[src/rtl/bf16_normalize_pack_pkg.sv]
// rtl/bf16_normalize_pack_pkg.sv - shared widths, state encoding and special encodings for the bf16 packer
package bf16_normalize_pack_pkg;

  localparam int DATA_WIDTH   = 16;
  localparam int EXP_WIDTH    = 8;
  localparam int FRAC_WIDTH   = 7;
  localparam int MANT_WIDTH   = 16;
  localparam int IN_EXP_WIDTH = EXP_WIDTH + 2;
  // One extra bit so normalization shifts and the rounding carry never wrap
  localparam int XEXP_WIDTH   = EXP_WIDTH + 3;
  localparam int EXP_MAX      = 255;

  typedef enum logic [1:0] {
    S_IDLE  = 2'd0,
    S_NORM  = 2'd1,
    S_ROUND = 2'd2,
    S_OUT   = 2'd3
  } state_t;

  typedef logic signed [XEXP_WIDTH-1:0] xexp_t;

  function automatic logic [DATA_WIDTH-1:0] zero_word(input logic sign);
    return {sign, {(DATA_WIDTH-1){1'b0}}};
  endfunction

  function automatic logic [DATA_WIDTH-1:0] inf_word(input logic sign);
    return {sign, {EXP_WIDTH{1'b1}}, {FRAC_WIDTH{1'b0}}};
  endfunction

endpackage

[src/rtl/bf16_round_rne.sv]
// rtl/bf16_round_rne.sv - round-to-nearest-even of a normalized mantissa to the packed fraction width
module bf16_round_rne
  import bf16_normalize_pack_pkg::*;
(
  input  logic [MANT_WIDTH-2:0] mant_low,
  input  xexp_t                 exp_in,
  output logic [FRAC_WIDTH-1:0] frac,
  output xexp_t                 exp_out
);

  // The hidden bit is always 1 here, so only the bits below it are needed
  localparam int GUARD = MANT_WIDTH - FRAC_WIDTH - 2;

  logic [FRAC_WIDTH-1:0] keep;
  logic                  guard;
  logic                  sticky;
  logic                  round_up;
  logic                  carry;

  // Guard/sticky RNE; an all-ones fraction rounding up wraps to 1.0 and bumps the exponent
  always_comb begin
    keep     = mant_low[MANT_WIDTH-2 -: FRAC_WIDTH];
    guard    = mant_low[GUARD];
    sticky   = |mant_low[GUARD-1:0];
    round_up = guard & (sticky | keep[0]);
    carry    = round_up & (&keep);
    frac     = keep + {{(FRAC_WIDTH-1){1'b0}}, round_up};
    exp_out  = carry ? exp_in + xexp_t'(1) : exp_in;
  end

endmodule

[src/rtl/bf16_normalize_pack.sv]
// rtl/bf16_normalize_pack.sv - iterative normalize, RNE round and pack into bfloat16 with handshakes
module bf16_normalize_pack
  import bf16_normalize_pack_pkg::*;
(
  input  logic                    clk,
  input  logic                    rst_n,
  input  logic                    in_valid,
  output logic                    in_ready,
  input  logic                    in_sign,
  input  logic [IN_EXP_WIDTH-1:0] in_exp,
  input  logic [MANT_WIDTH-1:0]   in_mant,
  output logic                    out_valid,
  input  logic                    out_ready,
  output logic [DATA_WIDTH-1:0]   out_data,
  output logic                    out_zero,
  output logic                    out_overflow
);

  state_t                  state_q, state_d;
  logic                    sign_q, sign_d;
  xexp_t                   exp_q, exp_d;
  logic [MANT_WIDTH-1:0]   mant_q, mant_d;
  logic                    out_valid_q, out_valid_d;
  logic [DATA_WIDTH-1:0]   out_data_q, out_data_d;
  logic                    out_zero_q, out_zero_d;
  logic                    out_overflow_q, out_overflow_d;

  logic [FRAC_WIDTH-1:0]   rnd_frac;
  xexp_t                   rnd_exp;

  bf16_round_rne u_round (
    .mant_low (mant_q[MANT_WIDTH-2:0]),
    .exp_in   (exp_q),
    .frac     (rnd_frac),
    .exp_out  (rnd_exp)
  );

  assign in_ready     = (state_q == S_IDLE);
  assign out_valid    = out_valid_q;
  assign out_data     = out_data_q;
  assign out_zero     = out_zero_q;
  assign out_overflow = out_overflow_q;

  // Next-state and datapath: capture, shift one bit per cycle, then range-check and pack
  always_comb begin
    state_d        = state_q;
    sign_d         = sign_q;
    exp_d          = exp_q;
    mant_d         = mant_q;
    out_valid_d    = out_valid_q;
    out_data_d     = out_data_q;
    out_zero_d     = out_zero_q;
    out_overflow_d = out_overflow_q;
    case (state_q)
      S_IDLE: begin
        if (in_valid) begin
          sign_d = in_sign;
          exp_d  = {in_exp[IN_EXP_WIDTH-1], in_exp};
          mant_d = in_mant;
          if (in_mant == '0) begin
            out_data_d     = zero_word(in_sign);
            out_zero_d     = 1'b1;
            out_overflow_d = 1'b0;
            out_valid_d    = 1'b1;
            state_d        = S_OUT;
          end else begin
            state_d = S_NORM;
          end
        end
      end
      S_NORM: begin
        if (mant_q[MANT_WIDTH-1]) begin
          state_d = S_ROUND;
        end else begin
          mant_d = mant_q << 1;
          exp_d  = exp_q - xexp_t'(1);
        end
      end
      S_ROUND: begin
        if (rnd_exp <= xexp_t'(0)) begin
          out_data_d     = zero_word(sign_q);
          out_zero_d     = 1'b1;
          out_overflow_d = 1'b0;
        end else if (rnd_exp >= xexp_t'(EXP_MAX)) begin
          out_data_d     = inf_word(sign_q);
          out_zero_d     = 1'b0;
          out_overflow_d = 1'b1;
        end else begin
          out_data_d     = {sign_q, rnd_exp[EXP_WIDTH-1:0], rnd_frac};
          out_zero_d     = 1'b0;
          out_overflow_d = 1'b0;
        end
        out_valid_d = 1'b1;
        state_d     = S_OUT;
      end
      S_OUT: begin
        if (out_ready) begin
          out_valid_d = 1'b0;
          state_d     = S_IDLE;
        end
      end
      default: state_d = S_IDLE;
    endcase
  end

  // State and output registers; reset discards any in-flight result
  always_ff @(posedge clk or negedge rst_n) begin
    if (!rst_n) begin
      state_q        <= S_IDLE;
      sign_q         <= 1'b0;
      exp_q          <= '0;
      mant_q         <= '0;
      out_valid_q    <= 1'b0;
      out_data_q     <= '0;
      out_zero_q     <= 1'b0;
      out_overflow_q <= 1'b0;
    end else begin
      state_q        <= state_d;
      sign_q         <= sign_d;
      exp_q          <= exp_d;
      mant_q         <= mant_d;
      out_valid_q    <= out_valid_d;
      out_data_q     <= out_data_d;
      out_zero_q     <= out_zero_d;
      out_overflow_q <= out_overflow_d;
    end
  end

endmodule

[config.mk]
export PLATFORM = sky130hd
export DESIGN_NAME = bf16_normalize_pack
export DESIGN_NICKNAME = d
export VERILOG_FILES = /design/src/rtl/bf16_normalize_pack_pkg.sv /design/src/rtl/bf16_round_rne.sv /design/src/rtl/bf16_normalize_pack.sv
export SDC_FILE = /design/constraint.sdc
export NUM_CORES = 1
export LEC_CHECK = 0
export BUFFER_PORTS_ARGS = -buffer_cell sky130_fd_sc_hd__buf_2
export CAP_MARGIN = 15
export CORE_ASPECT_RATIO = 0.5
export CORE_UTILIZATION = 53
export CTS_BUF_LIST = sky130_fd_sc_hd__clkbuf_8 sky130_fd_sc_hd__clkbuf_16
export DETAILED_ROUTE_END_ITERATION = 10
export PLACE_DENSITY = 0.75
export REMOVE_ABC_BUFFERS = 1
export SLEW_MARGIN = 30
export SYNTH_ARGS = -nofsm -noshare
export SYNTH_HDL_FRONTEND = slang
export SYNTH_SLANG_ARGS = --single-unit
[constraint.sdc]
create_clock -name clk -period 6.14 [get_ports clk]
set_input_delay 1.228 -clock clk [delete_from_list [all_inputs] [get_ports clk]]
set_output_delay 1.228 -clock clk [all_outputs]
set_load 0.1 [all_outputs]
== Word-level counts from Yosys, hierarchy flattened ==
Index checks and enable logic that the tools add are counted.
Storage, ports and cells
  bits in read-only memories: 0
  latch bits: 0
  RAM bits: 0
  output and inout port bits: 20
  flip-flop bits (word level): 49
  memories: 0
  word-level logic and storage cells: 66
Cells by class
  $lt $le $gt $ge: 2
  bitwise operators: 3
  div/mod/pow operators: 0
  mux-type cells: 28
  multiply operators: 0
  shift operators: 0
  add/subtract/negate cells: 3
  eq/ne operators: 8
  reductions and logical operators: 13
Operator list (number)
  $mux W16: 4
  $pmux W16 S2: 2
  $mux W11: 3
  $mux W15: 2
  $pmux W11 S2: 1
  $logic_not A16 Y1: 1
  $add A11 B2 Y11 const B: 1
  $ge A11 B9 Y1 const B: 1
  $le A11 B1 Y1 const B: 1
  $sub A11 B2 Y11 const B: 1
  $reduce_and A3 Y1: 3
  $mux W1: 8
  $mux W2: 4
  $ne A2 B2 Y1 const B: 4
  $pmux W2 S4: 1
  $add A7 B1 Y7: 1
  $reduce_and A7 Y1: 1
  $reduce_or A7 Y1: 1
  $eq A2 B2 Y1 const B: 2
  $pmux W1 S2: 2
  $reduce_and A2 Y1: 2
  $reduce_and A4 Y1: 1
  $reduce_bool A2 Y1: 2
  $pmux W1 S3: 1
  6 further kinds: 7

== Logic depth before layout (Yosys ltp) ==
Gate-level depths: netlist (run 1).
  word-level depth: 9
  gate-level depth with buffers: 10
  gate-level depth less buffers: 8

== Modules after synthesis ==
From an unflattened synthesis (run 1), not the netlist that was laid out.
Unflattened totals
  cell total of the unflattened synthesis: 323
  area total of the unflattened synthesis: 2862.7 µm²
Modules (own cells, without submodules)
  bf16_normalize_pack: seq. area each 1226.2 µm², times used 1, area each 2483.6 µm², cells an instance 273
  bf16_round_rne: seq. area each 0.0 µm², times used 1, area each 379.1 µm², cells an instance 50

== Worst setup path before layout (run 1) ==
OpenSTA, ideal clock, no wires.
  path type: input port to flip-flop
  from: input in_mant[6]
  to: register out_data_q[0], in the netlist out_data[0]
  slack: 3.398 ns
  stages: 6
  path buffers: 0
  setup time: 0.069 ns
  arrival: 2.673 ns
  required time: 6.071 ns
  path through: nor4_1 nand4_1 o21ai_1 nand4b_4 nor4_4 a22o_1
On the way
  longest elaborated chain between the ends: 3
RTL lines
  from (decl): RTL line bf16_normalize_pack.sv:11  | input logic [MANT_WIDTH-1:0] in_mant,
  $logic_not A16 Y1: RTL line bf16_normalize_pack.sv:60  | if (in_mant == '0) begin
  $ne A2 B1 Y1 (no line)
  $reduce_and A3 Y1 (no line)
  to (signal assigned): RTL line bf16_normalize_pack.sv:123  | out_data_q <= out_data_d;
  to (decl): RTL line bf16_normalize_pack.sv:24  | logic [DATA_WIDTH-1:0] out_data_q, out_data_d;
Every way passes these cells.
A chain may end at the register's enable or synchronous reset.

== Final worst setup path (run 1) ==
  from: register state_q[1]
  to: register state_q[0]
On the way
  longest elaborated chain between the ends: 3
  elaborated cells between the ends (all ways): 9
RTL lines
  from (decl): RTL line bf16_normalize_pack.sv:19  | state_t state_q, state_d;
  from (signal assigned): RTL line bf16_normalize_pack.sv:118  | state_q <= state_d;
  $eq A2 B1 Y1 (tied with other cells): RTL line bf16_normalize_pack.sv:54  | case (state_q)
  $ne A2 B2 Y1 (no line)
  $reduce_and A3 Y1 (no line)
Parallel ways exist; a longest one is shown, timed or not.

==> results of run 1 <==
## layout make-up
type | instances | area share [%]
Timing Repair Buffer | 51 | 7.81
Clock buffer | 6 | 2.48
Clock inverter | 2 | 0.488
Inverter | 11 | 1.24
Multi-Input combinational cell | 247 | 48.5
Sequential cell | 49 | 36.8
Tap cell | 70 | 2.63
## sequential cells by signal, indices dropped and copies added, names as in the netlist
register / cells
out_valid: 1
mant_q: 16
exp_q: 11
sign_q: 1
state_q: 2
out_zero: 1
out_data: 16
out_overflow: 1
## final timing paths
| kind | endpoint | cells after the start | from | slack (ns) |
|---|---|---|---|---|
| min | out_data[9]$_DFFE_PN0P_ | 1 | out_data[9]$_DFFE_PN0P_ | 0.48 |
| min in group asynchronous | exp_q[5]$_DFFE_PN0P_ | 1 | rst_n | 0.92 |
| min reg2reg | out_data[9]$_DFFE_PN0P_ | 1 | out_data[9]$_DFFE_PN0P_ | 0.48 |
| max reg2reg | state_q[0]$_DFFE_PN0P_ | 7 | state_q[1]$_DFFE_PN0P_ | 3.08 |
| max | state_q[0]$_DFFE_PN0P_ | 7 | state_q[1]$_DFFE_PN0P_ | 3.08 |
| max in group asynchronous | exp_q[8]$_DFFE_PN0P_ | 1 | rst_n | 4.78 |
## cells in the mapped netlist (2+ instances only)
cell type  instances
nand3_1           16
nand2b_1           5
xnor2_1            6
buf_2              5
o21ai_0           23
o22ai_1            7
mux2i_1            7
or2_2              2
mux2_2             2
inv_1             11
a22o_1             7
nand4_4            2
xor2_1             8
nor2_1            44
a221oi_1          13
ha_1               8
a21oi_1           18
a21o_1             5
clkbuf_1          19
a31oi_1            2
nor4_4             3
nand2_1           23
nand4_1            6
nor3_1             6
dfrtp_1           49
and3_1             2
nor4_1            10
a2bb2oi_1          4
## worst max-delay path: stages (launching register included)
cell     delay, ns
dfrtp_1       0.41
inv_1         0.13
ha_1          0.60
inv_1         0.55
nor2_1        0.83
nor2_1        0.22
nand2_1       0.12
o21ai_0       0.08
## layer usage
metal  wire length, um  vias to the layer above  track usage, %  share of wire (%)
met5                 0                        -               0                  0
met4                52                        0            7.08               0.73
met3               372                        8            4.80                5.2
met2              3230                       84            43.9                 45
met1              3440                     1243            35.5                 49
li1                  -                     1281               -                  -
## power groups by stage
stage          Clock (mW)  Sequential, mW  Combinational, mW
2_1_floorplan           0           0.848              0.687
3_3_place_gp            0           0.660               1.11
3_5_place_dp            0           0.667               1.15
4_1_cts             0.214           0.661               1.15
5_1_grt             0.228           0.689               1.28
6_report            0.210           0.664               1.16
## cells by family (layout without fill, tap and decap cells)
logic type / Yosys count / after routing / synth area share [%]
xor+xnor: 14 / 14 / 4.12
compound gates: 89 / 89 / 19.9
fa+ha+maj: 8 / 8 / 3.36
flops: 49 / 49 / 41.2
buf+inv: 35 / 70 / 4.62
mux: 9 / 9 / 3.11
simple gates: 127 / 127 / 23.7
## through the flow
step / cells / power [mW]
3_3_place_gp: 428 / 1.77
2_1_floorplan: 307 / 1.54
6_report: 436 / 2.03
4_1_cts: 436 / 2.03
3_5_place_dp: 428 / 1.81
5_1_grt: 436 / 2.20
==> results.cfg, run 1 <==
[run_status]
status = complete, no violations

[clock_tree]
cts_max_level = 2
clk_latency_ns = 0.31
clk_pin_slew_ns = 0.10
postCtsSetupBuffers = 0
cts-resized-gates = 0
cts_sinks = 49
cts_root_buffer = clkbuf_8
cts_tree = built
postCtsHoldBufs = 0
cts_buffers = 5
cts_max_path_buffers = 2

[placed_design]
place.gp.congestion = 0.873
pre_cts_ws_ns = 2.81
placed_cell_area_mm2 = 0.00323
hpwl_mm = 5.05
io_buffers = 50

[routing]
drt_first_pass_iters = 5
ant_nets = 0
routedWlPerCell_um = 16.3
wirelength_mm = 7.09
via_count = 2616
via_per_inst = 6.00
initialDrtViolationCount = 85
drc = 0

[floorplanning]
fp-row-count = 18
initial_core_util_pct = 57.7
core_area_mm2 = 0.00516
dieHeight_um = 55.0
dieArea_mm2 = 0.00594
io_pins = 51
die_x_um = 108

[cells_and_area]
multiInputGateArea_mm2 = 0.00162
final_layout_size_suffix_gt1_share_pct = 20.2
regArea_mm2 = 0.00123
fin_nets = 404
stdcell_area_mm2 = 0.00333
antenna-diode-count = 0
final_cell_mix = dfrtp_1, buf_2, nor2_1
fin_util_pct = 64.6
n_fill_cell = 426
synthToLayoutAreaGrowth_pct = 11.8

[critical_path]
crit_path_start_kind = register
worstPathRequired_ns = 6.34
path_max_fanout = 23
cp.arrival_ns = 3.26
worstSetupEndpointType = register
worstSetupPathType = reg2reg

[timing]
rsz0062_at_grt = false
worstMarginPinSlew_ns = 0.895
fin_crit_sh_pct = 49.9
fin_setup_tns_ns = 0
final_max_slew_viol_count = 0
final.setup_skew_ns = 0.00926
hold-worst-slack_ns = 0.479
fin_ws_ns = 3.08
finalHoldViolations = 0
min_period_ns = 3.06
setup_viol = 0
fmax_mhz = 327
relSlewSlack_pct = 40.1

[grt]
grt_max_degree = 50
track_usage_pct = 26.2
antenna_found_initial = 0
grt_pass1_wl_mm = 11.7
grt_pass1_vias = 2411
grt_overflow_total = 0

[power_and_ir_drop]
p_per_area_mw_per_mm2 = 609
p_leak_nw = 1.49
ir_drop_v = 0.000347
p_comb_share_pct = 56.9
clock_power_share_pct = 10.4
pwr-share-seq_pct = 32.7
p_sw_mw = 1.12
internal_power_mw = 0.909
netSwitchingFraction_pct = 55.2

[job]
max_cap_violations = 0

[synth]
synth-main-ff-cell = dfrtp_1
synth_top_area_cell = dfrtp_1
yosysSeqAreaShare_pct = 41.2
synthCells = 331
syn_avg_cell_area_um2 = 9.00
synth_edf_count = 0
synth-seq-cells = 49
yosysWarnings = 0
synthesis.area_mm2 = 0.00298
async_reset_ff_share_pct = 100
synth_top_area_share_pct = 41.2
yosysUniqueCellTypes = 46
ys_top_cells_by_area = dfrtp_1, nor2_1, o21ai_0

[worst_hold_path]
hp-class = reg2reg
(Power assumes the default switching activity.)
==> run 2: changes to the inputs <==
--- a/config.mk
+++ b/config.mk
@@ -5,6 +5,7 @@
 export SDC_FILE = /design/constraint.sdc
 export NUM_CORES = 1
 export LEC_CHECK = 0
+export ABC_AREA = 1
 export BUFFER_PORTS_ARGS = -buffer_cell sky130_fd_sc_hd__buf_2
 export CAP_MARGIN = 15
 export CORE_ASPECT_RATIO = 0.5
==> constraint.sdc (replaced) <==
create_clock -name clk -period 3.1 [get_ports clk]
set_input_delay 0.62 -clock clk [delete_from_list [all_inputs] [get_ports clk]]
set_output_delay 0.62 -clock clk [all_outputs]
set_load 0.1 [all_outputs]
==> run 2 against run 1 <==
Compared with the run above: combinational power rose by 110%; synthesized cell count up 32%; die area increased by 3.3%; hold slack worse by 0.22 ns; maximum frequency grew 24%; area after synthesis rose by 3.4%; first-iteration DRC count rose by 40%; sequential cell count unchanged; routed wire length down 3.4%; sequential share of layout area shrank 2.4 points; power is 110% higher; critical path type unchanged; critical endpoint is now exp_q[9]$_DFFE_PN0P_.
==> results.cfg, run 2 <==
[placed_design]
hpwl_mm = 5.18
place.gp.congestion = 0.844
placed_cell_area_mm2 = 0.00341
io_buffers = 50
dp_cells = 554

[synth]
synthCells = 437
yosysWarnings = 0
synthTopCellsByCount = nand2_1, nor2_1, dfrtp_1, inv_1, o21ai_0
yosysSeqAreaShare_pct = 39.8
yosysUniqueCellTypes = 35
synthesis.area_mm2 = 0.00308
ys_top_cells_by_area = dfrtp_1, nand2_1, nor2_1
synth-main-ff-cell = dfrtp_1
synth_top_area_cell = dfrtp_1
synth.most_common_cell = nand2_1
syn_avg_cell_area_um2 = 7.05
async_reset_ff_share_pct = 100
synth-seq-cells = 49
synth_edf_count = 0
synth_top_area_share_pct = 39.8

[cells_and_area]
final_common_cell = nand2_1
final_layout_size_suffix_gt1_share_pct = 16.4
fin_util_pct = 64.3
n_fill_cell = 514
fin_nets = 527
instances_no_fill = 562
regArea_mm2 = 0.00123
synthToLayoutAreaGrowth_pct = 15.6
multiInputGateArea_mm2 = 0.00161
final_cell_mix = nand2_1, nor2_1, buf_2
antenna-diode-count = 0
stdcell_area_mm2 = 0.00356

[critical_path]
cp.arrival_ns = 2.65
worstSetupEndpointType = register
r2r_setup_slack_ns = 0.64
crit_path_start_kind = register
timing.rr.end = exp_q[9]$_DFFE_PN0P_
path_max_fanout = 35
cp_cell_sequence = inv_1 -> ha_1 -> o21ai_0 -> nand2_1 -> clkinv_1 -> buf_4 -> nand2_1 -> o22ai_1 -> inv_1
slowest_stage = dfrtp_1
worstPathRequired_ns = 3.28
slowest_delay_ns = 0.39
worstSetupPathType = reg2reg
cp.depth = 9
path_buf_inv = 4
r2r-start = state_q[0]$_DFFE_PN0P_
r2r_cells = 9
cp_top_family = buffers and inverters

[timing]
relSlewSlack_pct = 62.1
fmax_mhz = 406
hold-worst-slack_ns = 0.259
final_max_slew_viol_count = 0
final.setup_skew_ns = 0.00508
finalHoldViolations = 0
worstMarginPinSlew_ns = 0.566
setup_viol = 0
min_period_ns = 2.46
fin_crit_sh_pct = 79.5
rsz0062_at_grt = false

[routing]
initialDrtViolationCount = 119
wirelength_mm = 6.85
drt_first_pass_iters = 4
routedWlPerCell_um = 12.2
drc = 0
via_per_inst = 5.11
ant_nets = 0
via_count = 2873

[clock_tree]
cts-resized-gates = 0
cts_max_path_buffers = 2
cts_max_level = 2
postCtsSetupBuffers = 0
cts_root_buffer = clkbuf_16
postCtsHoldBufs = 0
cts_sinks = 49
cts_buffers = 5
clk_latency_ns = 0.29
cts_tree = built
clk_pin_slew_ns = 0.07

[grt]
grt_overflow_total = 0
track_usage_pct = 24.9
grt_max_degree = 36
antenna_found_initial = 0
grt_pass1_wl_mm = 11.9
grt_pass1_vias = 2654

[run_status]
status = complete, no violations

[power_and_ir_drop]
total_power_mw = 4.18
p_per_area_mw_per_mm2 = 1170
ir_drop_v = 0.000936
p_leak_nw = 1.86

[floorplanning]
dieHeight_um = 55.9
dieArea_mm2 = 0.00614
initial_core_util_pct = 55.6
fp-row-count = 19
io_pins = 51
core_area_mm2 = 0.00554
die_x_um = 110

[job]
max_cap_violations = 0

[worst_hold_path]
hp-class = in2async
-- run 2: stage by stage --
step                      setup WS (ns)  setup TNS (ns)
after floorplan                 -0.0243         -0.0243
after global placement            0.624               0
after detailed placement          0.579               0
after CTS                         0.677               0
after global routing              0.312               0
final                             0.635               0
-- run 2: cell type report --
cell class	count	area share (%)
inverters	50	5.31
multi-input cells	326	45.1
flip-flops and latches	49	34.4
repair buffers	56	8.30
well taps	73	2.57
clock inverters	2	0.387
clock buffers	6	3.90
-- run 2: logic make-up after synthesis --
family,share of synthesized area [%]
AOI/OAI and AO/OA,11.8
muxes,0.366
adders and majority gates,3.25
DFF,39.8
buffers and inverters,8.08
xor gates and xnor gates,3.70
and+or+nand+nor,33.0
-- run 2: power by group --
part | switching, mW | internal, mW
sequential | 0.276 | 0.929
clock | 0.240 | 0.321
combinational | 1.78 | 0.638
total | 2.29 | 1.89
-- run 2: worst reg2reg max path: cells and delay by family (launching register included) --
family,cells,cell delay [ns]
AO/OA/AOI/OAI,2,0.52
adder cells (fa/ha/maj),1,0.28
buffers and inverters,4,0.72
AND/OR/NAND/NOR,2,0.43
flip-flops,1,0.39
-- run 2: worst max path at each step --
stage / end / slack [ns] / startpoint
after CTS: exp_q[9]$_DFFE_PN0P_ / 0.68 / state_q[0]$_DFFE_PN0P_
after global routing: exp_q[9]$_DFFE_PN0P_ / 0.31 / state_q[0]$_DFFE_PN0P_
after global placement: out_data[13]$_DFFE_PN0P_ / 0.62 / in_mant[7]
final: exp_q[9]$_DFFE_PN0P_ / 0.64 / state_q[0]$_DFFE_PN0P_
after floorplan: exp_q[9]$_DFFE_PN0P_ / -0.02 / state_q[0]$_DFFE_PN0P_
after detailed placement: out_overflow$_DFFE_PN0P_ / 0.58 / in_mant[7]
-- run 2: layer usage --
| metal | vias to the layer above | part of all wire (%) | GRT usage [%] |
|---|---|---|---|
| met4 | 0 | 0.50 | 5.71 |
| met5 | - | 0 | 0 |
| met3 | 4 | 4.8 | 5.50 |
| met2 | 54 | 44 | 38.7 |
| li1 | 1507 | - | - |
| met1 | 1308 | 51 | 35.4 |
==> run 3: changes to the inputs <==
--- a/config.mk
+++ b/config.mk
@@ -5,11 +5,11 @@
 export SDC_FILE = /design/constraint.sdc
 export NUM_CORES = 1
 export LEC_CHECK = 0
-export ABC_AREA = 1
+export ABC_AREA = 0
 export BUFFER_PORTS_ARGS = -buffer_cell sky130_fd_sc_hd__buf_2
 export CAP_MARGIN = 15
 export CORE_ASPECT_RATIO = 0.5
-export CORE_UTILIZATION = 53
+export CORE_UTILIZATION = 51
 export CTS_BUF_LIST = sky130_fd_sc_hd__clkbuf_8 sky130_fd_sc_hd__clkbuf_16
 export DETAILED_ROUTE_END_ITERATION = 10
 export PLACE_DENSITY = 0.75
==> constraint.sdc (replaced) <==
create_clock -name clk -period 2 [get_ports clk]
set_input_delay 0.4 -clock clk [delete_from_list [all_inputs] [get_ports clk]]
set_output_delay 0.4 -clock clk [all_outputs]
set_load 0.1 [all_outputs]
==> run 3 against run 2 <==
Compared with the run above: the flow now finishes with violations (setup timing); sequential cell count is the same; largest power group unchanged; via count grew 8.8%; non-clock buffer count grew 78; critical endpoint is now out_data[0]$_DFFE_PN0P_; worst setup slack lost 0.82 ns.
==> results.cfg, run 3 (same netlist as run 1, synthesis figures left out) <==
[routing]
drt_first_pass_iters = 5
via_per_inst = 5.99
drc = 0
initialDrtViolationCount = 156
via_count = 3127
ant_nets = 0
wirelength_mm = 9.08
routedWlPerCell_um = 17.4

[clock_tree]
clk_latency_ns = 0.30
cts_sinks = 49
cts_buffers = 5
cts_max_path_buffers = 2
cts_max_level = 2
clk_pin_slew_ns = 0.07
postCtsHoldBufs = 0
cts_root_buffer = clkbuf_16
cts_tree = built

[power_and_ir_drop]
p_comb_share_pct = 65.3
total_power_mw = 7.96
p_sw_mw = 4.02
ir_drop_v = 0.00111
p_per_area_mw_per_mm2 = 1870
clock_power_share_pct = 11.4
pwr-share-seq_pct = 23.3
p_leak_nw = 2.02
netSwitchingFraction_pct = 50.4
internal_power_mw = 3.95

[run_status]
status = complete, but fails checks
violations = setup timing

[timing]
fin_setup_tns_ns = -1.58
fin_crit_sh_pct = 109
fin_ws_ns = -0.190
final.setup_skew_ns = 0.00528
rsz0062_at_grt = true
final_max_slew_viol_count = 0
fmax_mhz = 457
min_period_ns = 2.19
relSlewSlack_pct = 57.6
finalHoldViolations = 0
setup_viol = 17
worstMarginPinSlew_ns = 0.636

[placed_design]
io_buffers = 50
place.gp.congestion = 0.861
hpwl_mm = 5.83
pre_cts_ws_ns = -0.245

[critical_path]
slowest_delay_ns = 0.40
worstSetupEndpointType = register
cp_cell_sequence = nand4_4 -> buf_6 -> nor4_4 -> xor2_1 -> nor4_2 -> buf_4 -> nor4_4 -> buf_4 -> a22o_1
worstSetupPathType = reg2reg
worstPathRequired_ns = 2.19
slowest_stage = dfrtp_1
cp.arrival_ns = 2.38
path_max_fanout = 7
crit_path_start_kind = register

[floorplanning]
dieHeight_um = 56.0
fp-row-count = 19
core_area_mm2 = 0.00556
io_pins = 51
die_x_um = 110
dieArea_mm2 = 0.00617
initial_core_util_pct = 53.5

[cells_and_area]
final_layout_size_suffix_gt1_share_pct = 40.5
regArea_mm2 = 0.00123
synthToLayoutAreaGrowth_pct = 43.4
multiInputGateArea_mm2 = 0.00180
antenna-diode-count = 0
final_cell_mix = buf_4, buf_2, dfrtp_1
final_common_cell = buf_4
fin_nets = 487
n_fill_cell = 380

[grt]
grt_pass1_vias = 3051
grt_overflow_total = 0
track_usage_pct = 31.8
grt_pass1_wl_mm = 14.8
antenna_found_initial = 0
grt_max_degree = 50

[job]
max_cap_violations = 0

[worst_hold_path]
hp-class = in2async
[run 3: cell count changes in the layout (fill, tap and decap cells not counted), moves of 12 or more]
cell / delta
nand3_1: -13
a221oi_1: +13
o21ai_0: -12
nor2_1: -14
nand2_1: -117
inv_1: -37
buf_4: +70
[run 3: timing repair]
item	4_1_cts	5_1_grt
setup endpoints to repair	10	34
pin swaps	14	12
hold endpoints to repair	0	0
buffers inserted	16	6
gates resized for setup	31	19
[run 3: per-layer routing]
metal | vias up | GRT usage (%) | part of all wire, %
li1 | 1450 | - | -
met1 | 1572 | 42.6 | 45
met2 | 92 | 52.4 | 50
met3 | 13 | 6.91 | 4.5
met4 | 0 | 7.62 | 1.1
met5 | - | 0 | 0
[run 3: metrics by stage]
| step | utilization [%] | area (um2) | instances | hold slack, ns |
|---|---|---|---|---|
| 2_1_floorplan | - | 2880 | 307 | 0.104 |
| 3_3_place_gp | 67.2 | 3740 | 493 | 0.453 |
| 3_5_place_dp | 67.2 | 3740 | 493 | 0.460 |
| 4_1_cts | 74.9 | 4170 | 517 | 0.237 |
| 5_1_grt | 76.8 | 4270 | 522 | 0.267 |
| 6_report | 76.8 | 4270 | 522 | 0.201 |
[run 3: worst paths after layout]
kind,depth (start not counted),slack [ns],from,endpoint
worst max-delay path,9,-0.19,mant_q[13]$_DFFE_PN0P_,out_data[0]$_DFFE_PN0P_
worst min-delay path,2,0.20,rst_n,out_data[14]$_DFFE_PN0P_
worst max register to register,9,-0.19,mant_q[13]$_DFFE_PN0P_,out_data[0]$_DFFE_PN0P_
worst min register to register,1,0.48,out_data[8]$_DFFE_PN0P_,out_data[8]$_DFFE_PN0P_
max in group asynchronous,2,1.35,rst_n,exp_q[2]$_DFFE_PN0P_
min in group clk,3,0.34,in_exp[4],exp_q[4]$_DFFE_PN0P_
[run 3: power groups by stage]
stage | Combinational, mW | Clock, mW | Sequential [mW]
after floorplan | 2.11 | 0 | 2.60
after global placement | 4.46 | 0 | 1.79
after detailed placement | 4.58 | 0 | 1.82
after CTS | 4.94 | 0.920 | 1.83
after global routing | 5.57 | 0.954 | 1.91
final | 5.20 | 0.907 | 1.85
[run 3: layout make-up]
| type | instances | share of cell area [%] |
|---|---|---|
| Clock buffer | 6 | 3.25 |
| Clock inverter | 2 | 0.410 |
| Inverter | 11 | 0.967 |
| Multi-Input combinational cell | 247 | 42.2 |
| Sequential cell | 49 | 28.7 |
| Tap cell | 73 | 2.14 |
| Timing Repair Buffer | 134 | 22.3 |
[run 3: worst max-delay path: cells and delay by family, from the launching register on]
kind / cells / cell delay [ns]
AO/OA/AOI/OAI: 1 / 0.18
XOR/XNOR: 1 / 0.13
buffers and inverters: 3 / 0.53
flip-flops: 1 / 0.40
AND/OR/NAND/NOR: 4 / 0.82
